<file path="src/rtl/cnn_pkg.sv">
// Shared definitions for the CNN post-processing datapath: default widths,
// int8 limits and the pooling-stage state encoding.
package cnn_pkg;

  localparam int DEF_DATA_W = 16;
  localparam int DEF_OUT_W  = 8;

  localparam int INT8_MAX = 127;
  localparam int INT8_MIN = -128;

  typedef enum logic [1:0] {
    IDLE     = 2'd0,
    EVEN_ROW = 2'd1,
    ODD_ROW  = 2'd2,
    ERR      = 2'd3
  } pool_state_t;

endpackage

</file>
<file path="src/rtl/relu_sat8.sv">
// Combinational optional ReLU followed by signed saturation from IN_W to OUT_W.
// Shared with the fully-connected path, so it is kept free of pooling state.
module relu_sat8
  import cnn_pkg::*;
#(
  parameter int IN_W  = DEF_DATA_W,
  parameter int OUT_W = DEF_OUT_W
) (
  input  logic signed [IN_W-1:0]  din,
  input  logic                    relu_en,
  output logic signed [OUT_W-1:0] dout
);

  localparam int MAX_I = (1 << (OUT_W - 1)) - 1;
  localparam int MIN_I = -(1 << (OUT_W - 1));
  localparam logic signed [IN_W-1:0]  MAX_IN  = IN_W'(MAX_I);
  localparam logic signed [IN_W-1:0]  MIN_IN  = IN_W'(MIN_I);
  localparam logic signed [OUT_W-1:0] MAX_OUT = OUT_W'(MAX_I);
  localparam logic signed [OUT_W-1:0] MIN_OUT = OUT_W'(MIN_I);

  always_comb begin
    dout = din[OUT_W-1:0];
    if (relu_en && din < 0) begin
      dout = '0;
    end else if (din > MAX_IN) begin
      dout = MAX_OUT;
    end else if (din < MIN_IN) begin
      dout = MIN_OUT;
    end
  end

endmodule

</file>
<file path="src/rtl/relu_sat_maxpool.sv">
// ReLU + int8 saturation followed by 2x2 stride-2 max pooling over a raster
// stream, using one half-row line buffer of horizontal pair maxima.
module relu_sat_maxpool
  import cnn_pkg::*;
#(
  parameter int DATA_W   = DEF_DATA_W,
  parameter int OUT_W    = DEF_OUT_W,
  parameter int MAX_COLS = 64,
  parameter int COL_W    = $clog2(MAX_COLS) + 1
) (
  input  logic                     clk,
  input  logic                     rst,
  input  logic [COL_W-1:0]         cfg_cols,
  input  logic                     relu_en,
  input  logic                     valid_in,
  input  logic                     sof_in,
  input  logic signed [DATA_W-1:0] din,
  output logic                     valid_out,
  output logic signed [OUT_W-1:0]  dout,
  output logic                     eol_out,
  output logic                     cfg_err
);

  localparam int HALF  = MAX_COLS / 2;
  localparam int IDX_W = $clog2(HALF);

  pool_state_t state, state_n;
  logic [COL_W-1:0] col, col_n, cols_q, cols_n;
  logic relu_q, relu_n, err_n;
  logic signed [OUT_W-1:0] pair_reg, x, h, pooled;
  logic signed [OUT_W-1:0] line_buf [HALF];
  logic [IDX_W-1:0] idx;
  logic start, cfg_ok, last, relu_sel;
  logic load_pair, store, emit, eol_n;

  // The sof sample is transformed with the relu_en being latched on that same edge.
  assign start    = valid_in && sof_in;
  assign relu_sel = start ? relu_en : relu_q;
  assign cfg_ok   = (cfg_cols != '0) && !cfg_cols[0] && (cfg_cols <= COL_W'(MAX_COLS));
  assign last     = (col == cols_q - COL_W'(1));
  assign idx      = col[IDX_W:1];

  relu_sat8 #(.IN_W(DATA_W), .OUT_W(OUT_W)) u_relu_sat8 (
    .din     (din),
    .relu_en (relu_sel),
    .dout    (x)
  );

  assign h      = (pair_reg > x) ? pair_reg : x;
  assign pooled = (h > line_buf[idx]) ? h : line_buf[idx];

  always_ff @(posedge clk) begin
    if (rst) begin
      state     <= IDLE;
      col       <= '0;
      cols_q    <= '0;
      relu_q    <= 1'b0;
      cfg_err   <= 1'b0;
      pair_reg  <= '0;
      valid_out <= 1'b0;
      eol_out   <= 1'b0;
      dout      <= '0;
    end else begin
      state     <= state_n;
      col       <= col_n;
      cols_q    <= cols_n;
      relu_q    <= relu_n;
      cfg_err   <= err_n;
      valid_out <= emit;
      eol_out   <= eol_n;
      if (load_pair) pair_reg <= x;
      if (emit) dout <= pooled;
    end
  end

  // Line buffer contents are don't-care after reset, so it carries no reset.
  always_ff @(posedge clk) begin
    if (store) line_buf[idx] <= h;
  end

  always_comb begin
    state_n   = state;
    col_n     = col;
    cols_n    = cols_q;
    relu_n    = relu_q;
    err_n     = cfg_err;
    load_pair = 1'b0;
    store     = 1'b0;
    emit      = 1'b0;
    eol_n     = 1'b0;
    if (start) begin
      cols_n = cfg_cols;
      relu_n = relu_en;
      if (cfg_ok) begin
        state_n   = EVEN_ROW;
        err_n     = 1'b0;
        col_n     = COL_W'(1);
        load_pair = 1'b1;
      end else begin
        state_n = ERR;
        err_n   = 1'b1;
        col_n   = '0;
      end
    end else if (valid_in && (state == EVEN_ROW || state == ODD_ROW)) begin
      if (last) begin
        col_n   = '0;
        state_n = (state == EVEN_ROW) ? ODD_ROW : EVEN_ROW;
      end else begin
        col_n = col + COL_W'(1);
      end
      if (!col[0]) begin
        load_pair = 1'b1;
      end else if (state == EVEN_ROW) begin
        store = 1'b1;
      end else begin
        emit  = 1'b1;
        eol_n = last;
      end
    end
  end

endmodule

</file>
<file path="config.mk">
export PLATFORM = sky130hd
export DESIGN_NAME = relu_sat_maxpool
export DESIGN_NICKNAME = d
export VERILOG_FILES = /design/src/rtl/cnn_pkg.sv /design/src/rtl/relu_sat8.sv /design/src/rtl/relu_sat_maxpool.sv
export SDC_FILE = /design/constraint.sdc
export NUM_CORES = 1
export LEC_CHECK = 0
export ABC_AREA = 1
export CORE_ASPECT_RATIO = 1.1
export CORE_UTILIZATION = 36
export CTS_CLUSTER_DIAMETER = 30
export DETAILED_ROUTE_END_ITERATION = 10
export GPL_ROUTABILITY_DRIVEN = 0
export PLACE_DENSITY = 0.55
export SKIP_LAST_GASP = 1
export SLEW_MARGIN = 20
export SYNTH_ARGS = -nofsm -noshare
export SYNTH_HDL_FRONTEND = slang
export SYNTH_HIERARCHICAL = 1
export SYNTH_SLANG_ARGS = --single-unit
</file>
<file path="constraint.sdc">
create_clock -name clk -period 8.2 [get_ports clk]
set_input_delay 1.64 -clock clk [delete_from_list [all_inputs] [get_ports clk]]
set_output_delay 1.64 -clock clk [all_outputs]
set_load 0.01 [all_outputs]
</file>
# Yosys cells after proc, flatten, opt, wreduce, memory -nomap -nowiden
# Memories as Yosys holds them, arrays and structs flattened. A register that Yosys moved wholly into a read port is not among the register bits.
# Cells that the tools add are included.
op_classes:
  addsub: 2
  n_mul: 0
  div: 0
  magnitude_cmp: 6
  eq_ne: 3
  n_shift: 0
  mux: 32
  bitwise: 2
  n_reduce_logical: 12
op_table:
  columns: ["cell", "n"]
  rows:
  - ["2-to-1 mux 8 bit", 5]
  - ["2-to-1 mux 7 bit", 3]
  - ["2-to-1 mux 1 bit", 17]
  - ["> comparator 16 x 8 -> 1 bit (second input constant)", 1]
  - ["> comparator 8 bit", 2]
  - ["< comparator 16 x 1 -> 1 bit (second input constant)", 1]
  - ["< comparator 16 x 8 -> 1 bit (second input constant)", 1]
  - ["2-to-1 mux 2 bit", 5]
  - ["2-to-1 mux 5 bit", 2]
  - ["adder 7 x 1 -> 7 bit (second input constant)", 1]
  - ["equality test 7 bit", 1]
  - ["<= comparator 7 bit (second input constant)", 1]
  - ["nonzero test 7 bit", 1]
  - ["subtractor 7 x 1 -> 7 bit (second input constant)", 1]
  - ["logical AND 1 bit", 5]
  - ["OR reduction 5 bit", 1]
  - ["nonzero test 2 bit", 2]
  - ["equality test 2 x 1 -> 1 bit (second input constant)", 1]
  - ["equality test 2 bit (second input constant)", 1]
  - ["NOT 1 bit", 2]
  - ["AND reduction 2 bit", 1]
  - ["logical NOT 1 bit", 1]
  - ["logical OR 1 bit", 1]
word_totals:
  ff_bits: 36
  latchBits: 0
  ram_bits: 256
  mem_bits_ro: 0
  input_bits: 28
  output_inout_bits: 11
  wordCells: 67
  mem_count: 1
memory_table:
  columns: ["memory", "words", "width", "rd", "rd_ports_with_merged_regs", "wr", "line", "text"]
  rows:
  - ["line_buf", 32, 8, 1, 1, 1, "relu_sat_maxpool.sv:31", "logic signed [OUT_W-1:0] line_buf [HALF];"]

# Longest topological paths before layout
depth:
  depth_word: 8
  mapped_depth: 31
  ltp_nobuf: 31

# Cells and area by module
# The synthesis kept the hierarchy.
modules_own_cells:
  columns: ["module", "n_inst", "cells_per_inst", "area_each_um2", "seq_area_each_um2"]
  rows:
  - ["relu_sat_maxpool", 1, 1241, 12942.4, 8508.2]
  - ["relu_sat8", 1, 33, 150.1, 0.0]

# Worst setup path before layout
# OpenSTA, ideal clock, no wires.
synth_path:
  path_type: "input to register"
  from: "in valid_in"
  to: "reg dout[1]"
  setup_ps: 70
  t_arrival_ps: 5409
  required_time_ps: 8130
  path_slack_ps: 2720
  path_stages: 29
  path_cell_list: "nand2_1 > inv_1 > or2_2 > o21ai_0 > inv_1 > nand2_1 > nand2_2 > a21oi_1 > inv_1 > ha_1 > a21oi_1 > nor2_1 > nor2_1 > nand2_1 > nand2_2 > nand3_2 > nand2_1 > nand2_1 > ha_1 > nand2_1 > nor2_1 > nand2_1 > o211ai_1 > nand2_1 > a21oi_4 > inv_2 > nand2_1 > nand3_1 > a21oi_1"
synth_via:
  elab_chain_len: 8
  word_cells_on_any_way: 11
  cone_classes: "order compare (2); mux (6); reduce/logical (3)"
synth_lines:
  columns: ["element", "line", "text"]
  rows:
  - ["from (decl)", "relu_sat_maxpool.sv:15", "input logic valid_in,"]
  - ["logical AND 1 bit *", "relu_sat_maxpool.sv:37", "assign start = valid_in && sof_in;"]
  - ["2-to-1 mux 1 bit *", null, null]
  - ["logical AND 1 bit *", "relu_sat8.sv:23", "if (relu_en && din < 0) begin"]
  - ["2-to-1 mux 8 bit *", "relu_sat8.sv:23", null]
  - ["via x[5]", "relu_sat_maxpool.sv:30", "logic signed [OUT_W-1:0] pair_reg, x, h, pooled;"]
  - ["> comparator 8 bit", "relu_sat_maxpool.sv:49", "assign h = (pair_reg > x) ? pair_reg : x;"]
  - ["2-to-1 mux 8 bit *", "relu_sat_maxpool.sv:49", null]
  - ["via h[5]", "relu_sat_maxpool.sv:30", null]
  - ["> comparator 8 bit *", "relu_sat_maxpool.sv:50", "assign pooled = (h > line_buf[idx]) ? h : line_buf[idx];"]
  - ["2-to-1 mux 8 bit *", "relu_sat_maxpool.sv:50", null]
  - ["to (signal assigned)", "relu_sat_maxpool.sv:72", "if (emit) dout <= pooled;"]
  - ["to (decl)", "relu_sat_maxpool.sv:19", "output logic signed [OUT_W-1:0] dout,"]
# The timed path passes the listed nets; every way through them passes the cells marked *.
# A chain may end at the register's enable or synchronous reset.

# Worst setup path in the final report
layout_path:
  from: "in valid_in"
  to: "reg dout[3]"
layout_via:
  elab_chain_len: 8
  word_cells_on_any_way: 11
  cone_classes: "order compare (2); mux (6); reduce/logical (3)"
layout_lines:
  columns: ["element", "line"]
  rows:
  - ["logical AND 1 bit", "relu_sat_maxpool.sv:37"]
  - ["2-to-1 mux 1 bit", null]
  - ["logical AND 1 bit", "relu_sat8.sv:23"]
  - ["2-to-1 mux 8 bit", "relu_sat8.sv:23"]
  - ["via x[5]", "relu_sat_maxpool.sv:30"]
  - ["> comparator 8 bit", "relu_sat_maxpool.sv:49"]
  - ["2-to-1 mux 8 bit", "relu_sat_maxpool.sv:49"]
  - ["via h[0]", "relu_sat_maxpool.sv:30"]
  - ["> comparator 8 bit", "relu_sat_maxpool.sv:50"]
  - ["2-to-1 mux 8 bit", "relu_sat_maxpool.sv:50"]
# The timed path passes the listed nets, and every way through them passes these cells.

==> reports/metrics.cfg <==
[place]
place_area_um2 = 13800
dpl_worst_slack_ps = 1260
dp.cells = 1746
dp_hpwl_um = 19100
io_buffers = 38

[routing]
avgViaCountPerCell = 4.95
drt-met1-wl_um = 14400
top_layer = met4
drtIter0Drc = 594
wl_per_cell_um = 17.3
final_antenna_net_count = 0
first_pass_iters = 5
routed_wl_um = 31900
dr_total_vias = 9137
route.met2.wl_um = 14900
drc = 0
dr_wl_met3_um = 1590

[min_path]
min_from = state[1]
min_to = state[1]
min_path_type = reg -> reg
min_path_cells = 2

[clock_tree]
insertion_delay_ps = 560
clk_path_buf_depth = 3
post_cts_resized = 0
hold_buffers = 0
post_cts_buffers = 0
htreeDepth = 2
clk_pin_slew_worst_paths_ps = 50
cts_made_buffers = 53
clockRootBuffer = clkbuf_16
cts_num_sinks = 297
cts_tree = yes

[worst_setup_path]
slowest_delay_ps = 450
rr_worst_depth = 27
rr_endpoint = dout[3]
cpMostUsedCell = nand2_1
path_class = in -> reg
cp.required_ps = 8670
critPathMaxFanout = 33
arrival_ps = 6890
cp-end-kind = register
ff2ff_setup_slack_ps = 3770
cp-start-kind = input pin
cp_slowest_cell = nand2_1
r2r-start = relu_q

[logic_synthesis]
netlist.top_cell.by_area = edfxtp_1
yosys-top-cells-area = edfxtp_1, nand2_1, nand3_1
syn_area_um2 = 13100
async_flop_share_pct = 0
synth_top_area_share_pct = 58.7
ys_warn_count = 6
avgSynthCellArea_um2 = 10.3
synth-edff-count = 256
ys_top_cells_by_count = nand2_1, edfxtp_1, nand3_1
synth_top_flop_cell = edfxtp_1
ys_seq_area_share_pct = 65.0
yosysMostFrequentCell = nand2_1
syn_nets = 1321
synthDistinctLibCells = 35
netlist_instances = 1274
ys_seq_elements = 297

[floorplan]
fp.dieH_um = 202
die-area_um2 = 37100
core_um2 = 35500
die_w_um = 184
start_util_pct = 36.9
rows = 72
io_pins = 39

[timing]
fmax_mhz = 156
timing.hold.ws_ps = 472
setup_violations = 0
period_minus_slack_ps = 6420
rsz0062_at_grt = no
finalSetupTns_ps = 0
maxSlewHeadroom_pct = 40.6
worstMarginPinSlew_ps = 891
hold_viol_final = 0
finalCritPeriodShare_pct = 78.3
final-max-slew-violation-count = 0
finClkSkew_ps = 12.9
timing.final.ws_setup_ps = 1780

[final_layout]
diodes = 0
nNetsFinal = 1367
fin_area_um2 = 15700
drive_above_1_share_pct = 9.52
final_cells = 1846
area_growth_pct = 19.8
finalCoreUtilization_pct = 44.2
largest_reg_flops = 256

[grt]
grt_use_total_pct = 17.7
grt_antenna_before_repair = 0
grt_pass1_wl_um = 50300
grt_max_degree = 77
grt_pass1_vias = 9023
grt_overflow = 0

[power]
finalPower_mw = 4.20
ir_drop_mv = 0.195
powerDensity_nw_per_um2 = 268
p_leak_nw = 5.92

[run_status]
outcome = complete, no violations

[run]
max_cap_viol_count = 0

-- report_power, final --
group	leakage [nW]	switching [mW]	internal [mW]
sequential	2.67	0.00641	1.70
clock	0.892	0.805	1.45
combinational	2.35	0.174	0.0672
-- cell type report --
type	count	area [µm²]
clock inverters	41	480
inverters	55	208
repair buffers	53	493
flip-flops and latches	297	8510
clock buffers	59	1390
well taps	481	602
multi-input cells	860	4000
fillers	3374	19800
-- cells in the final DEF (no fill, tap or decap), types with 2 or more instances in the layout --
master / instances
nand3b_1: 2
nand2_2: 5
clkinv_2: 4
xor2_1: 12
inv_8: 6
ha_1: 19
clkdlybuf4s50_1: 38
clkinv_4: 5
dfxtp_2: 2
clkinv_1: 4
inv_2: 4
nand4_1: 16
dfxtp_1: 38
a21oi_1: 41
clkbuf_1: 4
nor3_1: 4
nand2_1: 417
clkbuf_16: 55
o21ai_0: 21
nand3_1: 235
clkinvlp_4: 8
o211ai_1: 2
buf_4: 15
clkinv_8: 2
bufinv_16: 6
inv_6: 8
nor2_1: 72
edfxtp_1: 256
inv_1: 49
nand3_2: 3
-- cell families (layout without fill, tap and decap cells) --
logic type,count (synthesis),in the layout,synth area share [%]
buffers and inverters,117,208,4.49
DFF,297,297,65.0
AOI/OAI and AO/OA,68,68,2.85
and+or+nand+nor,759,759,24.9
xor gates and xnor gates,14,14,0.994
adders and majority gates,19,19,1.82
-- layer usage --
| layer | global-route usage (%) | up-vias |
|---|---|---|
| li1 | - | 4497 |
| met1 | 23.2 | 4346 |
| met2 | 29.0 | 231 |
| met3 | 3.46 | 63 |
| met4 | 6.82 | 0 |
| met5 | 0 | - |
-- worst max path at each step --
stage	from	end	slack, ps	depth (start not counted)
2_1_floorplan	valid_in	dout[1]	2720	29
3_3_place_gp	valid_in	dout[3]	1420	31
3_5_place_dp	valid_in	dout[3]	1260	30
4_1_cts	valid_in	dout[3]	1820	30
5_1_grt	valid_in	dout[7]	1160	30
6_report	valid_in	dout[3]	1780	30
-- critical path, delay by kind of cell --
family	cells	cell delay (ps)
AND/OR/NAND/NOR	14	2160
buffers and inverters	7	1420
AO/OA/AOI/OAI	7	1140
adder cells (fa/ha/maj)	2	510
Note: power is estimated with default switching activity, not from simulation.
